### config.mk
export PLATFORM = sky130hd
export DESIGN_NAME = command_deserializer
export DESIGN_NICKNAME = d
export VERILOG_FILES = /design/src/rtl/command_deserializer.sv
export SDC_FILE = /design/constraint.sdc
export NUM_CORES = 1
export LEC_CHECK = 0
export ABC_AREA = 1
export ABC_CLOCK_PERIOD_IN_PS = 20700
export BUFFER_PORTS_ARGS = -buffer_cell sky130_fd_sc_hd__buf_2
export CAP_MARGIN = 15
export CORE_AREA = 2 2 210 212
export DETAILED_ROUTE_END_ITERATION = 6
export DIE_AREA = 0 0 212 214
export PLACE_DENSITY = 0.52
export SYNTH_ARGS = -nofsm -noshare
export SYNTH_HDL_FRONTEND = slang
export SYNTH_SLANG_ARGS = --single-unit
### constraint.sdc
create_clock -name clk -period 20.7 [get_ports clk]
set_input_delay 4.14 -clock clk [delete_from_list [all_inputs] [get_ports clk]]
set_output_delay 4.14 -clock clk [all_outputs]
set_load 0.1 [all_outputs]
### src/rtl/command_deserializer.sv
// command_deserializer
//   Collects a byte-stream command frame from an AXI-Stream style host port
//   into a wide command word. Byte 0 is the header; it selects the expected
//   frame length. A well-formed frame is held on command_o until the consumer
//   accepts it. A malformed frame is dropped and reported with a one-cycle
//   frame_err_o pulse.
// Ports:
//   clk, arst        clock (rising edge), asynchronous active-high reset
//   s_axis_tdata     host byte
//   s_axis_tvalid    byte valid
//   s_axis_tready    byte accepted when tvalid & tready (low while holding)
//   s_axis_tlast     last byte of frame
//   command_o        assembled command, zero unless command_valid_o
//   command_valid_o  command available
//   command_ready_i  consumer accepts command
//   frame_err_o      one-cycle pulse on a discarded frame
module command_deserializer #(
  parameter int                    COMMAND_WIDTH   = 268,
  parameter int                    HEADER_WIDTH    = 8,
  parameter logic [HEADER_WIDTH-1:0] START_HEADER    = 8'h01,
  parameter logic [HEADER_WIDTH-1:0] STOP_HEADER     = 8'h02,
  parameter logic [HEADER_WIDTH-1:0] CONTINUE_HEADER = 8'h03,
  parameter logic [HEADER_WIDTH-1:0] ABORT_HEADER    = 8'h04,
  parameter int                    LONG_LEN        = 34,
  parameter int                    SHORT_LEN       = 10,
  parameter int                    ABORT_LEN       = 1
) (
  input  logic                     clk,
  input  logic                     arst,
  input  logic [7:0]               s_axis_tdata,
  input  logic                     s_axis_tvalid,
  output logic                     s_axis_tready,
  input  logic                     s_axis_tlast,
  output logic [COMMAND_WIDTH-1:0] command_o,
  output logic                     command_valid_o,
  input  logic                     command_ready_i,
  output logic                     frame_err_o
);

  typedef enum logic [1:0] {IDLE, COLLECT, DROP, HOLD} state_t;

  state_t                   state, state_d;
  logic [5:0]               cnt, cnt_d, cnt_inc;
  logic [HEADER_WIDTH-1:0]  hdr, hdr_d;
  logic [COMMAND_WIDTH-1:0] shadow, shadow_d, shadow_wr;
  logic                     err_q, err_d;
  logic                     rdy_q;
  logic                     acc;
  logic [5:0]               byte_idx;
  logic [5:0]               len_new, len_cur;

  // Expected frame length for a header; 0 marks an unknown header.
  function automatic logic [5:0] exp_len(input logic [HEADER_WIDTH-1:0] h);
    if (h == START_HEADER)                             return 6'(LONG_LEN);
    else if (h == STOP_HEADER || h == CONTINUE_HEADER) return 6'(SHORT_LEN);
    else if (h == ABORT_HEADER)                        return 6'(ABORT_LEN);
    else                                               return 6'd0;
  endfunction

  assign acc     = s_axis_tvalid & s_axis_tready;
  assign cnt_inc = (cnt == 6'h3f) ? cnt : cnt + 6'd1;
  assign len_new = exp_len(s_axis_tdata[HEADER_WIDTH-1:0]);
  assign len_cur = exp_len(hdr);

  // Byte n lands at [8n+7:8n]; bits past COMMAND_WIDTH simply have no home.
  // In IDLE the write starts from a zero base so unreceived bytes read 0.
  always_comb begin
    byte_idx  = (state == IDLE) ? 6'd0 : cnt;
    shadow_wr = (state == IDLE) ? '0 : shadow;
    for (int i = 0; i < COMMAND_WIDTH; i++)
      if (byte_idx == 6'(i / 8)) shadow_wr[i] = s_axis_tdata[i % 8];
  end

  always_comb begin
    state_d  = state;
    cnt_d    = cnt;
    hdr_d    = hdr;
    shadow_d = shadow;
    err_d    = 1'b0;
    case (state)
      IDLE: if (acc) begin
        hdr_d    = s_axis_tdata[HEADER_WIDTH-1:0];
        cnt_d    = 6'd1;
        shadow_d = shadow_wr;
        if (len_new == 6'd0) begin
          if (s_axis_tlast) err_d = 1'b1;
          else              state_d = DROP;
        end else if (s_axis_tlast) begin
          if (len_new == 6'd1) state_d = HOLD;
          else                 err_d   = 1'b1;
        end else if (len_new == 6'd1) begin
          state_d = DROP;
        end else begin
          state_d = COLLECT;
        end
      end
      COLLECT: if (acc) begin
        cnt_d    = cnt_inc;
        shadow_d = shadow_wr;
        if (s_axis_tlast) begin
          if (cnt_inc == len_cur) state_d = HOLD;
          else begin
            err_d   = 1'b1;
            state_d = IDLE;
          end
        end else if (cnt_inc == len_cur) begin
          state_d = DROP;
        end
      end
      DROP: if (acc && s_axis_tlast) begin
        err_d   = 1'b1;
        state_d = IDLE;
      end
      HOLD: if (command_ready_i) state_d = IDLE;
      default: state_d = IDLE;
    endcase
  end

  always_ff @(posedge clk or posedge arst) begin
    if (arst) begin
      state  <= IDLE;
      cnt    <= '0;
      hdr    <= '0;
      shadow <= '0;
      err_q  <= 1'b0;
      rdy_q  <= 1'b0;
    end else begin
      state  <= state_d;
      cnt    <= cnt_d;
      hdr    <= hdr_d;
      shadow <= shadow_d;
      err_q  <= err_d;
      rdy_q  <= 1'b1;
    end
  end

  // rdy_q keeps tready low during reset and opens it one clock after release.
  assign s_axis_tready   = rdy_q && (state != HOLD);
  assign command_valid_o = (state == HOLD);
  assign command_o       = (state == HOLD) ? shadow : '0;
  assign frame_err_o     = err_q;

endmodule

==> After elaboration in Yosys (flattened, before gate mapping) <==
Index checks and enable logic that the tools add are counted.
{ "classes": {"add_sub_neg": 1, "eq_ne": 55, "muxes": 304, "bitwise": 1, "reduce_logical": 80} }
{ "op_table": {"columns": ["operator", "count"], "rows": [
  ["two-way mux 268 bit", 2],
  ["two-way mux 1 bit", 279],
  ["AND reduction 3 bit", 35],
  ["== test 6 x 5 -> 1 bit (second input constant)", 16],
  ["nonzero test 2 bit", 35],
  ["== test 6 x 4 -> 1 bit (second input constant)", 8],
  ["two-way mux 6 bit", 6],
  ["== test 8 x 2 -> 1 bit (second input constant)", 4],
  ["== test 6 x 3 -> 1 bit (second input constant)", 4],
  ["two-way mux 2 bit", 12],
  ["== test 6 bit (second input constant)", 3],
  ["== test 8 x 1 -> 1 bit (second input constant)", 2],
  ["== test 8 x 3 -> 1 bit (second input constant)", 2],
  ["== test 6 x 1 -> 1 bit (second input constant)", 2],
  ["== test 6 x 2 -> 1 bit (second input constant)", 2],
  ["zero test 6 bit", 2],
  ["case mux 6 bit (2 select lines)", 1],
  ["two-way mux 4 bit", 2],
  ["inequality test 2 bit (second input constant)", 4],
  ["case mux 2 bit (4 select lines)", 1],
  ["AND reduction 7 bit", 1],
  ["adder 6 x 1 -> 6 bit (second input constant)", 1],
  ["== test 6 bit", 1],
  ["inequality test 3 bit (second input constant)", 2],
  ["11 further kinds", 14]
]} }
{ "word_totals": {"ff_bits": 286, "inputBits": 13, "output_inout_bits": 271, "word_cells": 480} }

==> Depth between registers and ports, before layout <==
Gate-level depths: netlist of the first run.
{ "logic_depth": {"word_depth": 10, "depth_mapped": 14, "mapped_depth_nobuf": 14} }

==> Least setup slack after synthesis of the first run <==
OpenSTA, ideal clock, no wires.
{ "synth_path": {"path_type": "register to output", "startpoint": "register state[1]", "endpoint": "output port s_axis_tready", "arrival_time_ps": 2751, "required_ps": 16560, "path_slack_ps": 13809, "path_stages_with_launch": 6, "path_buffers": 2, "path_cell_list": "dfrtp_1 > clkbuf_2 > nand2_4 > clkbuf_1 > inv_1 > nor2_1"} }
{ "synth_between": {"elab_chain_cells": 2} }
{ "synth_lines": {"columns": ["element", "line", "rtl"], "rows": [
  ["start: declaration", "42", "state_t state, state_d;"],
  ["start signal: assignment", "128", "state <= state_d;"],
  ["inequality test 2 bit", "138", "assign s_axis_tready = rdy_q && (state != HOLD);"],
  ["logical AND 1 bit", "138", null],
  ["end: declaration", "32", "output logic s_axis_tready,"]
]} }
No other way between the ends.

==> Worst setup path after layout of the first run <==
{ "layout_path": {"startpoint": "register state[1]", "endpoint": "output port command_o[220]"} }
{ "layout_between": {"elab_chain_cells": 2} }
{ "layout_lines": {"columns": ["element", "line", "rtl"], "rows": [
  ["== test 2 bit", "140", "assign command_o = (state == HOLD) ? shadow : '0;"],
  ["two-way mux 268 bit", "140", null],
  ["end: declaration", "34", "output logic [COMMAND_WIDTH-1:0] command_o,"]
]} }
No other way between the ends.

==> flow_metrics.env, run 1 <==
export IMPL_status="completed"
export IMPL_cts_tree="yes"
export IMPL_cts_sinks=286
export IMPL_hold_viol_final=0
export IMPL_place_inst=2360
export IMPL_dieArea_um2=45370
export IMPL_skew_ps=8.206
export IMPL_post_route_min_period_ps=7238
export IMPL_wl_um=42360
export IMPL_grt_pass1_vias=10720
export IMPL_grt_max_degree=193
export IMPL_p_leak_nw=7.520
export IMPL_place_ws_ps=13680
export IMPL_endpoint_kind="output pin"
export IMPL_synth_top_cells_by_area="dfrtp_1 56%, inv_1 9.1%, nor2_1 8.9%, o22ai_1 7.5%, nand2_1 5.9%"
export IMPL_worst_slew_pin_slew_ps=1080
export IMPL_drt_iter0_drc=631
export IMPL_netlist_instances=1553
export IMPL_cts_repair_resized=0
export IMPL_antenna_found_initial=0
export IMPL_yosys_area_top_type="dfrtp_1"
export IMPL_num_rows=76
export IMPL_grt_pass1_wl_um=63930
export IMPL_worst_ep_arrival_time_ps=3100
export IMPL_cts_root_buf="clkbuf_16"
export IMPL_setup_ws_ps=13460
export IMPL_cts_buffers=31
export IMPL_drive_gt1_share_pct=20.97
export IMPL_via_count=11090
export IMPL_drc_errors=0
export IMPL_holdBufCountCts=0
export IMPL_io_pins=284
export IMPL_clk_latency_ps=550
export IMPL_clock_path_buffers=3
export IMPL_setup_worst_path_class="reg -> out"
export IMPL_slew_headroom_pct=28.02
export IMPL_syn_nets=1567
export IMPL_cp_required_ps=16560
export IMPL_setup_tns_ps=0
export IMPL_synth_cell_types=32
export IMPL_yosysMostFrequentCell="inv_1"
export IMPL_yosys_register_bits=286
export IMPL_hold_start="shadow[27]"
export IMPL_setup_viol=0
export IMPL_synth_flop_cell="dfrtp_1"
export IMPL_synth_edff_count=0
export IMPL_cp_max_fo=192
export IMPL_gr_total_overflow=0
export IMPL_grt_use_total_pct=18.16
export IMPL_synth_top_cell_area_share_pct=56.07
export IMPL_rsz0062_at_grt="no"
export IMPL_hpwl_um=27460
export IMPL_hp_class="reg -> reg"
export IMPL_synth_seq_area_share_pct=56.07
export IMPL_p_per_area_nw_per_um2=85.35
export IMPL_startpoint_type="register"
export IMPL_syn_cell_area_um2=12760
export IMPL_ir_worst_vdd_mv=0.04796
export IMPL_die_h_um=214
export IMPL_yosys_top_cells_count="311 x inv_1, 304 x nor2_1, 286 x dfrtp_1, 200 x nand2_1, 154 x o22ai_1"
export IMPL_area_growth_pct=23.62
export IMPL_dr_pass1_iters=5
export IMPL_viasPerCell=4.588
export IMPL_period_share_pct=34.96
export IMPL_final_cells=2416
export IMPL_fill_cells=4522
export IMPL_avgSynthCellArea_um2=8.219
export IMPL_die_w_um=212
export IMPL_htreeDepth=1
export IMPL_clkTransAtPathRegs_ps=60
export IMPL_gp_congestion=0.7728
export IMPL_nNetsFinal=1822
export IMPL_antennaDiodeCount=0
export IMPL_post_cts_buffers=0
export IMPL_worst_hold_slack_ps=479.7
export IMPL_io_buffer_count=283
export IMPL_async_reset_ff_share_pct=100.0
export IMPL_max_freq_ghz=0.1382
export IMPL_slew_viol_final=0
export IMPL_final_antenna_net_count=0
export IMPL_critPathLaunch="state[1]"
export IMPL_r2r_start="state[1]"
export IMPL_initial_core_util_pct=29.76
export IMPL_final_util_pct=36.80
export IMPL_wl_per_cell_um=17.53
export IMPL_yosysWarnings=0
export IMPL_max_cap_violations=0
export IMPL_coreArea_um2=42890
## layout make-up
type                       instances  area [µm²]  area share, %
multi-input combinational        887        4177          26.47
tap                              585       732.0          4.638
timing repair buffer             288        1474          9.340
inverter                         314        1186          7.517
clock buffer                      45       918.4          5.820
clock inverter                    11       136.4         0.8643
sequential                       286        7157          45.35
## routing by layer
layer | wire length [µm] | vias to the layer above | GRT usage [%]
met1 | 19600 | 5359 | 25.42
met2 | 19950 | 293 | 30.00
met5 | 0 | - | 0
met3 | 2058 | 56 | 2.170
li1 | - | 5377 | -
met4 | 748 | 0 | 4.155
## flip-flops by register name, summed over array words and instances (netlist names)
name,cells
cnt,6
shadow,268
hdr,8
rdy_q,1
state,2
frame_err_o,1
## cell usage in the layout (no fill, tap or decap), drive strengths merged, types with 2 or more instances in the layout
cell    instances
a21oi           4
buf           288
bufinv          3
clkbuf         45
clkinv          7
dfrtp         286
inv           314
nand2         218
nand3          24
nand3b          3
nand4           4
nor2          309
nor3           15
nor4            2
o211ai          2
o21ai         147
o22ai         154
## power breakdown
part / switching (mW) / leakage, nW / internal, mW
registers: 0.0191 / 3.96 / 0.587
logic: 0.131 / 3.04 / 0.0413
clock network: 0.226 / 0.523 / 0.343
total: 0.376 / 7.52 / 0.971
## path summary, 6_finish.rpt
check / endpoint / slack, ps / cells past startpoint
setup / recovery: command_o[220] / 13460 / 4
hold / removal: shadow[27] / 480 / 2
setup reg to reg: shadow[118] / 16610 / 8
hold reg to reg: shadow[27] / 480 / 2
max in group asynchronous: shadow[246] / 14410 / 4
min in group asynchronous: shadow[191] / 3740 / 2
## worst max-delay path: stages, from the launching register on
cell and delay (ps):
dfrtp_1 500, nand2_8 780, buf_4 720, nor2_1 110, buf_2 330
## cells by family (layout without fill, tap and decap cells)
kind of cell / Yosys count / count (layout) / synth area share, %
AND/OR/NAND/NOR: 576 / 576 / 18.80
buffers and inverters: 380 / 658 / 11.28
AO/OA/AOI/OAI: 308 / 308 / 13.65
flip-flops: 286 / 286 / 56.07
adder cells (fa/ha/maj): 1 / 1 / 0.09800
other: 1 / 1 / 0.02938
XOR/XNOR: 1 / 1 / 0.06863
## through the flow
stage / area (µm²) / power, mW
final: 15780 / 1.347
after global routing: 15780 / 1.410
after CTS: 15780 / 1.364
after detailed placement: 14730 / 0.7898
after global placement: 14700 / 0.7801
after floorplan: 12760 / 0.7301
Note: power is estimated with default switching activity, not from simulation.
==> run 2: changes to the inputs <==
--- a/config.mk
+++ b/config.mk
@@ -6,7 +6,7 @@
 export NUM_CORES = 1
 export LEC_CHECK = 0
 export ABC_AREA = 1
-export ABC_CLOCK_PERIOD_IN_PS = 20700
+export ABC_CLOCK_PERIOD_IN_PS = 6920
 export BUFFER_PORTS_ARGS = -buffer_cell sky130_fd_sc_hd__buf_2
 export CAP_MARGIN = 15
 export CORE_AREA = 2 2 210 212
==> constraint.sdc (replaced) <==
create_clock -name clk -period 6.92 [get_ports clk]
set_input_delay 1.384 -clock clk [delete_from_list [all_inputs] [get_ports clk]]
set_output_delay 1.384 -clock clk [all_outputs]
set_load 0.1 [all_outputs]
==> run 2 against run 1 <==
Clock power rose to 3.0 times the previous value. Flip-flop and latch count did not move. Highest routed layer unchanged. Combinational power rose to 3.0 times the previous value. Critical endpoint is now command_o[45]. Total power rose to 3.0 times the previous value.
==> flow_metrics.env, run 2 (synthesized netlist as in run 1, its figures left out) <==
export IMPL_multi_input_comb_area_um2=4177
export IMPL_wl_um=43140
export IMPL_viasPerCell=4.605
export IMPL_cts_sinks=286
export IMPL_nNetsFinal=1825
export IMPL_clk_latency_ps=570
export IMPL_final_cells=2418
export IMPL_cp_max_fo=116
export IMPL_drive_gt1_share_pct=20.84
export IMPL_period_share_pct=62.75
export IMPL_startpoint_type="register"
export IMPL_grt_max_degree=117
export IMPL_grt_use_total_pct=18.58
export IMPL_endpoint_kind="output pin"
export IMPL_post_cts_buffers=0
export IMPL_cp_required_ps=5540
export IMPL_reg_largest_list="shadow: 268 flops, hdr: 8 flops, cnt: 6 flops"
export IMPL_io_buffer_count=283
export IMPL_slew_headroom_pct=27.12
export IMPL_place_inst=2363
export IMPL_num_rows=76
export IMPL_largest_reg_flops=268
export IMPL_worst_slew_pin_slew_ps=1092
export IMPL_drt_iter0_drc=677
export IMPL_skew_ps=19.26
export IMPL_antenna_found_initial=0
export IMPL_top_register="shadow"
export IMPL_p_leak_nw=7.516
export IMPL_worst_ep_arrival_time_ps=2960
export IMPL_cts_repair_resized=0
export IMPL_fill_cells=4543
export IMPL_post_route_min_period_ps=4342
export IMPL_via_count=11140
export IMPL_dr_pass1_iters=5
export IMPL_status="completed"
export IMPL_final_common_cell="nor2_1"
export IMPL_area_growth_pct=23.65
export IMPL_gp_congestion=0.8096
export IMPL_initial_core_util_pct=29.76
export IMPL_ir_worst_vdd_mv=0.1611
export IMPL_die_h_um=214
export IMPL_gr_total_overflow=0
export IMPL_clkTransAtPathRegs_ps=60
export IMPL_grt_pass1_wl_um=65010
export IMPL_cts_buffers=31
export IMPL_p_per_area_nw_per_um2=255.0
export IMPL_rsz0062_at_grt="no"
export IMPL_final_cell_mix="304 x nor2_1, 303 x inv_1, 286 x dfrtp_1"
export IMPL_slowest_stage="buf_4"
export IMPL_dieArea_um2=45370
export IMPL_path_cells="nand2_8 -> buf_4 -> nor2_1 -> buf_2"
export IMPL_max_cap_violations=0
export IMPL_coreArea_um2=42890
export IMPL_die_w_um=212
export IMPL_cts_tree="yes"
export IMPL_htreeDepth=1
export IMPL_setup_worst_path_class="reg -> out"
export IMPL_io_pins=284
export IMPL_hold_viol_final=0
export IMPL_holdBufCountCts=0
export IMPL_final_antenna_net_count=0
export IMPL_setup_tns_ps=0
export IMPL_antennaDiodeCount=0
export IMPL_cts_root_buf="clkbuf_16"
export IMPL_drc_errors=0
export IMPL_seq_area_um2=7157
export IMPL_setup_viol=0
export IMPL_clock_path_buffers=3
export IMPL_max_freq_ghz=0.2303
export IMPL_wl_per_cell_um=17.84
export IMPL_slew_viol_final=0
export IMPL_hp_class="reg -> reg"
export IMPL_hpwl_um=27900
export IMPL_slowest_delay_ps=730
export IMPL_grt_pass1_vias=10810
[run 2: cell types whose count changed in the layout (fill, tap and decap cells not counted)]
| cell | previous run | this run |
|---|---|---|
| clkbuf_1 | 5 | 9 |
| clkbuf_8 | 9 | 5 |
| clkinv_2 | 6 | 5 |
| buf_12 | 0 | 1 |
| bufinv_16 | 3 | 4 |
| inv_8 | 1 | 0 |
| inv_6 | 0 | 1 |
| buf_8 | 0 | 2 |
| clkinv_4 | 1 | 0 |
| buf_16 | 1 | 0 |
| buf_4 | 4 | 5 |
[run 2: report_power, final]
| group | switching [mW] | total [mW] | internal [mW] | leakage (nW) |
|---|---|---|---|---|
| Clock | 0.679 | 1.70 | 1.02 | 0.509 |
| Sequential | 0.0559 | 1.81 | 1.76 | 3.96 |
| Combinational | 0.395 | 0.512 | 0.117 | 3.05 |
| Total | 1.13 | 4.02 | 2.89 | 7.52 |
[run 2: path summary, 6_finish.rpt]
path                            cells after the start  startpoint       endpoint  slack (ps)
worst max-delay path                                4    state[1]  command_o[45]        2580
worst min-delay path                                2  shadow[49]     shadow[49]         480
worst max register to register                      8    state[1]    shadow[119]        3170
worst min register to register                      2  shadow[49]     shadow[49]         480
max in group asynchronous                           3        arst     shadow[20]        4620
min in group asynchronous                           2        arst    shadow[197]         860
[run 2: per-layer routing]
layer,routed length (µm),global-route usage [%],up-vias
li1,-,-,5385
met2,20810,31.10,296
met4,858,3.944,0
met3,1875,2.287,51
met1,19600,25.74,5404
met5,0,0,-
[run 2: critical path, delay by kind of cell, from the launching register on]
kind | cells | cell delay, ps
flops | 1 | 500
simple gates | 2 | 730
buf+inv | 2 | 1070
[run 2: area by class of cell]
type                            instances  share of cell area (%)
Sequential cell                       286                   45.34
Multi-Input combinational cell        887                   26.46
Timing Repair Buffer                  291                   9.528
Inverter                              314                   7.491
Clock buffer                           45                   5.565
Tap cell                              585                   4.637
Clock inverter                         10                  0.9750
[run 2: through the flow]
step	total power, mW	hold slack [ps]	utilization [%]	worst slack (ps)	instance area [µm²]
CTS	4.079	488.3	36.80	2526	15780
finish	4.025	480.9	36.80	2578	15780
floorplan	2.184	453.0	-	1745	12770
global route	4.209	501.3	36.80	2373	15780
global placement	2.345	467.6	34.33	2766	14720
detailed placement	2.363	473.4	34.40	2801	14750
==> run 3: changes to the inputs <==
--- a/config.mk
+++ b/config.mk
@@ -6,13 +6,13 @@
 export NUM_CORES = 1
 export LEC_CHECK = 0
 export ABC_AREA = 1
-export ABC_CLOCK_PERIOD_IN_PS = 6920
+export ABC_CLOCK_PERIOD_IN_PS = 3910
 export BUFFER_PORTS_ARGS = -buffer_cell sky130_fd_sc_hd__buf_2
 export CAP_MARGIN = 15
 export CORE_AREA = 2 2 210 212
 export DETAILED_ROUTE_END_ITERATION = 6
 export DIE_AREA = 0 0 212 214
-export PLACE_DENSITY = 0.52
+export PLACE_DENSITY = 0.54
 export SYNTH_ARGS = -nofsm -noshare
 export SYNTH_HDL_FRONTEND = slang
 export SYNTH_SLANG_ARGS = --single-unit
==> constraint.sdc (replaced) <==
create_clock -name clk -period 3.91 [get_ports clk]
set_input_delay 0.782 -clock clk [delete_from_list [all_inputs] [get_ports clk]]
set_output_delay 0.782 -clock clk [all_outputs]
set_load 0.1 [all_outputs]
==> run 3 against run 2 <==
Clock-buffer cell count grew 1. Sequential share of layout area shrank 0.56 points. Sequential power grew 77%. Via count grew 2.6%. Final cell count grew 0.45%. Worst hold slack lost 150 ps. Final area grew 1.3%. Critical path depth is the same. Combinational power grew 79%. Critical endpoint is now command_o[35]. Highest routed layer is now met5.
==> flow_metrics.env, run 3 (synthesized netlist as in run 1, its figures left out) <==
export IMPL_final_cell_mix="304 x nor2_1, 303 x inv_1, 286 x dfrtp_1"
export IMPL_die_h_um=214
export IMPL_io_pins=284
export IMPL_clkTransAtPathRegs_ps=60
export IMPL_total_power_mw=7.366
export IMPL_p_leak_nw=7.628
export IMPL_final_common_cell="nor2_1"
export IMPL_slew_viol_final=0
export IMPL_coreArea_um2=42890
export IMPL_cts_root_buf="clkbuf_16"
export IMPL_dr_pass1_iters=5
export IMPL_post_cts_buffers=0
export IMPL_gr_total_overflow=0
export IMPL_rsz0062_at_grt="no"
export IMPL_slew_headroom_pct=28.35
export IMPL_setup_tns_ps=0
export IMPL_grt_pass1_wl_um=66800
export IMPL_top_register="shadow"
export IMPL_gp_congestion=0.8177
export IMPL_endpoint_kind="output pin"
export IMPL_cts_tree="yes"
export IMPL_fill_cells=4495
export IMPL_holdBufCountCts=0
export IMPL_final_cells=2429
export IMPL_antenna_found_initial=3
export IMPL_clock_path_buffers=3
export IMPL_final_antenna_net_count=0
export IMPL_status="completed"
export IMPL_drive_gt1_share_pct=21.65
export IMPL_clk_latency_ps=520
export IMPL_wl_per_cell_um=18.01
export IMPL_cp_max_fo=143
export IMPL_startpoint_type="register"
export IMPL_cts_buffers=35
export IMPL_die_w_um=212
export IMPL_grt_use_total_pct=19.17
export IMPL_period_share_pct=84.45
export IMPL_area_growth_pct=25.21
export IMPL_ir_worst_vdd_mv=0.2562
export IMPL_dpl_instance_area_um2=14850
export IMPL_reg_largest_list="shadow: 268 flops, hdr: 8 flops, cnt: 6 flops"
export IMPL_grt_max_degree=144
export IMPL_via_count=11420
export IMPL_cts_repair_resized=0
export IMPL_setup_worst_path_class="reg -> out"
export IMPL_cts_sinks=286
export IMPL_max_cap_violations=0
export IMPL_io_buffer_count=283
export IMPL_largest_reg_flops=268
export IMPL_design_area_um2=15980
export IMPL_hpwl_um=28850
export IMPL_post_route_min_period_ps=3302
export IMPL_dieArea_um2=45370
export IMPL_wl_um=43740
export IMPL_place_inst=2373
export IMPL_max_freq_ghz=0.3028
export IMPL_grt_pass1_vias=11120
export IMPL_skew_ps=14.95
export IMPL_htreeDepth=2
export IMPL_hp_class="in -> async"
export IMPL_viasPerCell=4.702
export IMPL_hold_viol_final=0
export IMPL_initial_core_util_pct=29.76
export IMPL_p_per_area_nw_per_um2=460.9
export IMPL_drc_errors=0
export IMPL_nNetsFinal=1839
export IMPL_worst_ep_arrival_time_ps=2520
export IMPL_worst_slew_pin_slew_ps=1073
export IMPL_drt_iter0_drc=651
export IMPL_num_rows=76
export IMPL_cp_required_ps=3130
export IMPL_setup_viol=0
export IMPL_final_util_pct=37.27
-- run 3: changes by cell type in the layout (fill, tap and decap cells not counted), sizes merged --
cell      change
buf          +10
bufinv        -2
clkbuf        +1
clkinvlp      +1
diode         +1
-- run 3: final cells by class --
type	instances	area, µm²	area share [%]
inverter	314	1182	7.398
antenna	1	2.502	0.01566
sequential	286	7157	44.78
tap	585	732.0	4.580
clock buffer	46	1030	6.443
clock inverter	9	101.3	0.6341
multi-input combinational	887	4177	26.13
timing repair buffer	301	1602	10.02
-- run 3: path summary, 6_finish.rpt --
kind	from	end	slack (ps)	cells after the start
worst max-delay path	state[1]	command_o[35]	610	4
worst min-delay path	arst	shadow[189]	330	2
worst max register to register	state[1]	shadow[230]	810	7
worst min register to register	shadow[109]	shadow[109]	480	2
max in group asynchronous	arst	shadow[22]	2500	3
min in group clk	shadow[109]	shadow[109]	480	2
-- run 3: power breakdown --
part / internal (mW) / switching, mW / total, mW
Sequential: 3.11 / 0.101 / 3.21
Clock: 1.97 / 1.27 / 3.24
Combinational: 0.213 / 0.706 / 0.919
Total: 5.29 / 2.08 / 7.37
-- run 3: per-layer routing --
layer,up-vias,share of wire [%],track usage (%)
li1,5408,-,-
met5,-,0.055,0
met2,370,47,30.56
met4,4,2.8,6.244
met3,85,4.8,2.815
met1,5554,45,26.73
-- run 3: per-stage QoR --
step	setup slack (ps)	hold slack, ps
global placement	878.1	466.9
CTS	641.5	317.1
detailed placement	793.4	473.7
global route	509.1	350.5
floorplan	-663.2	453.0
finish	607.9	328.5
-- run 3: worst max-delay path, stage by stage (launching register included) --
cell,delay (ps)
dfrtp_1,540
nand2_8,240
buf_12,280
nor2_1,280
buf_2,470
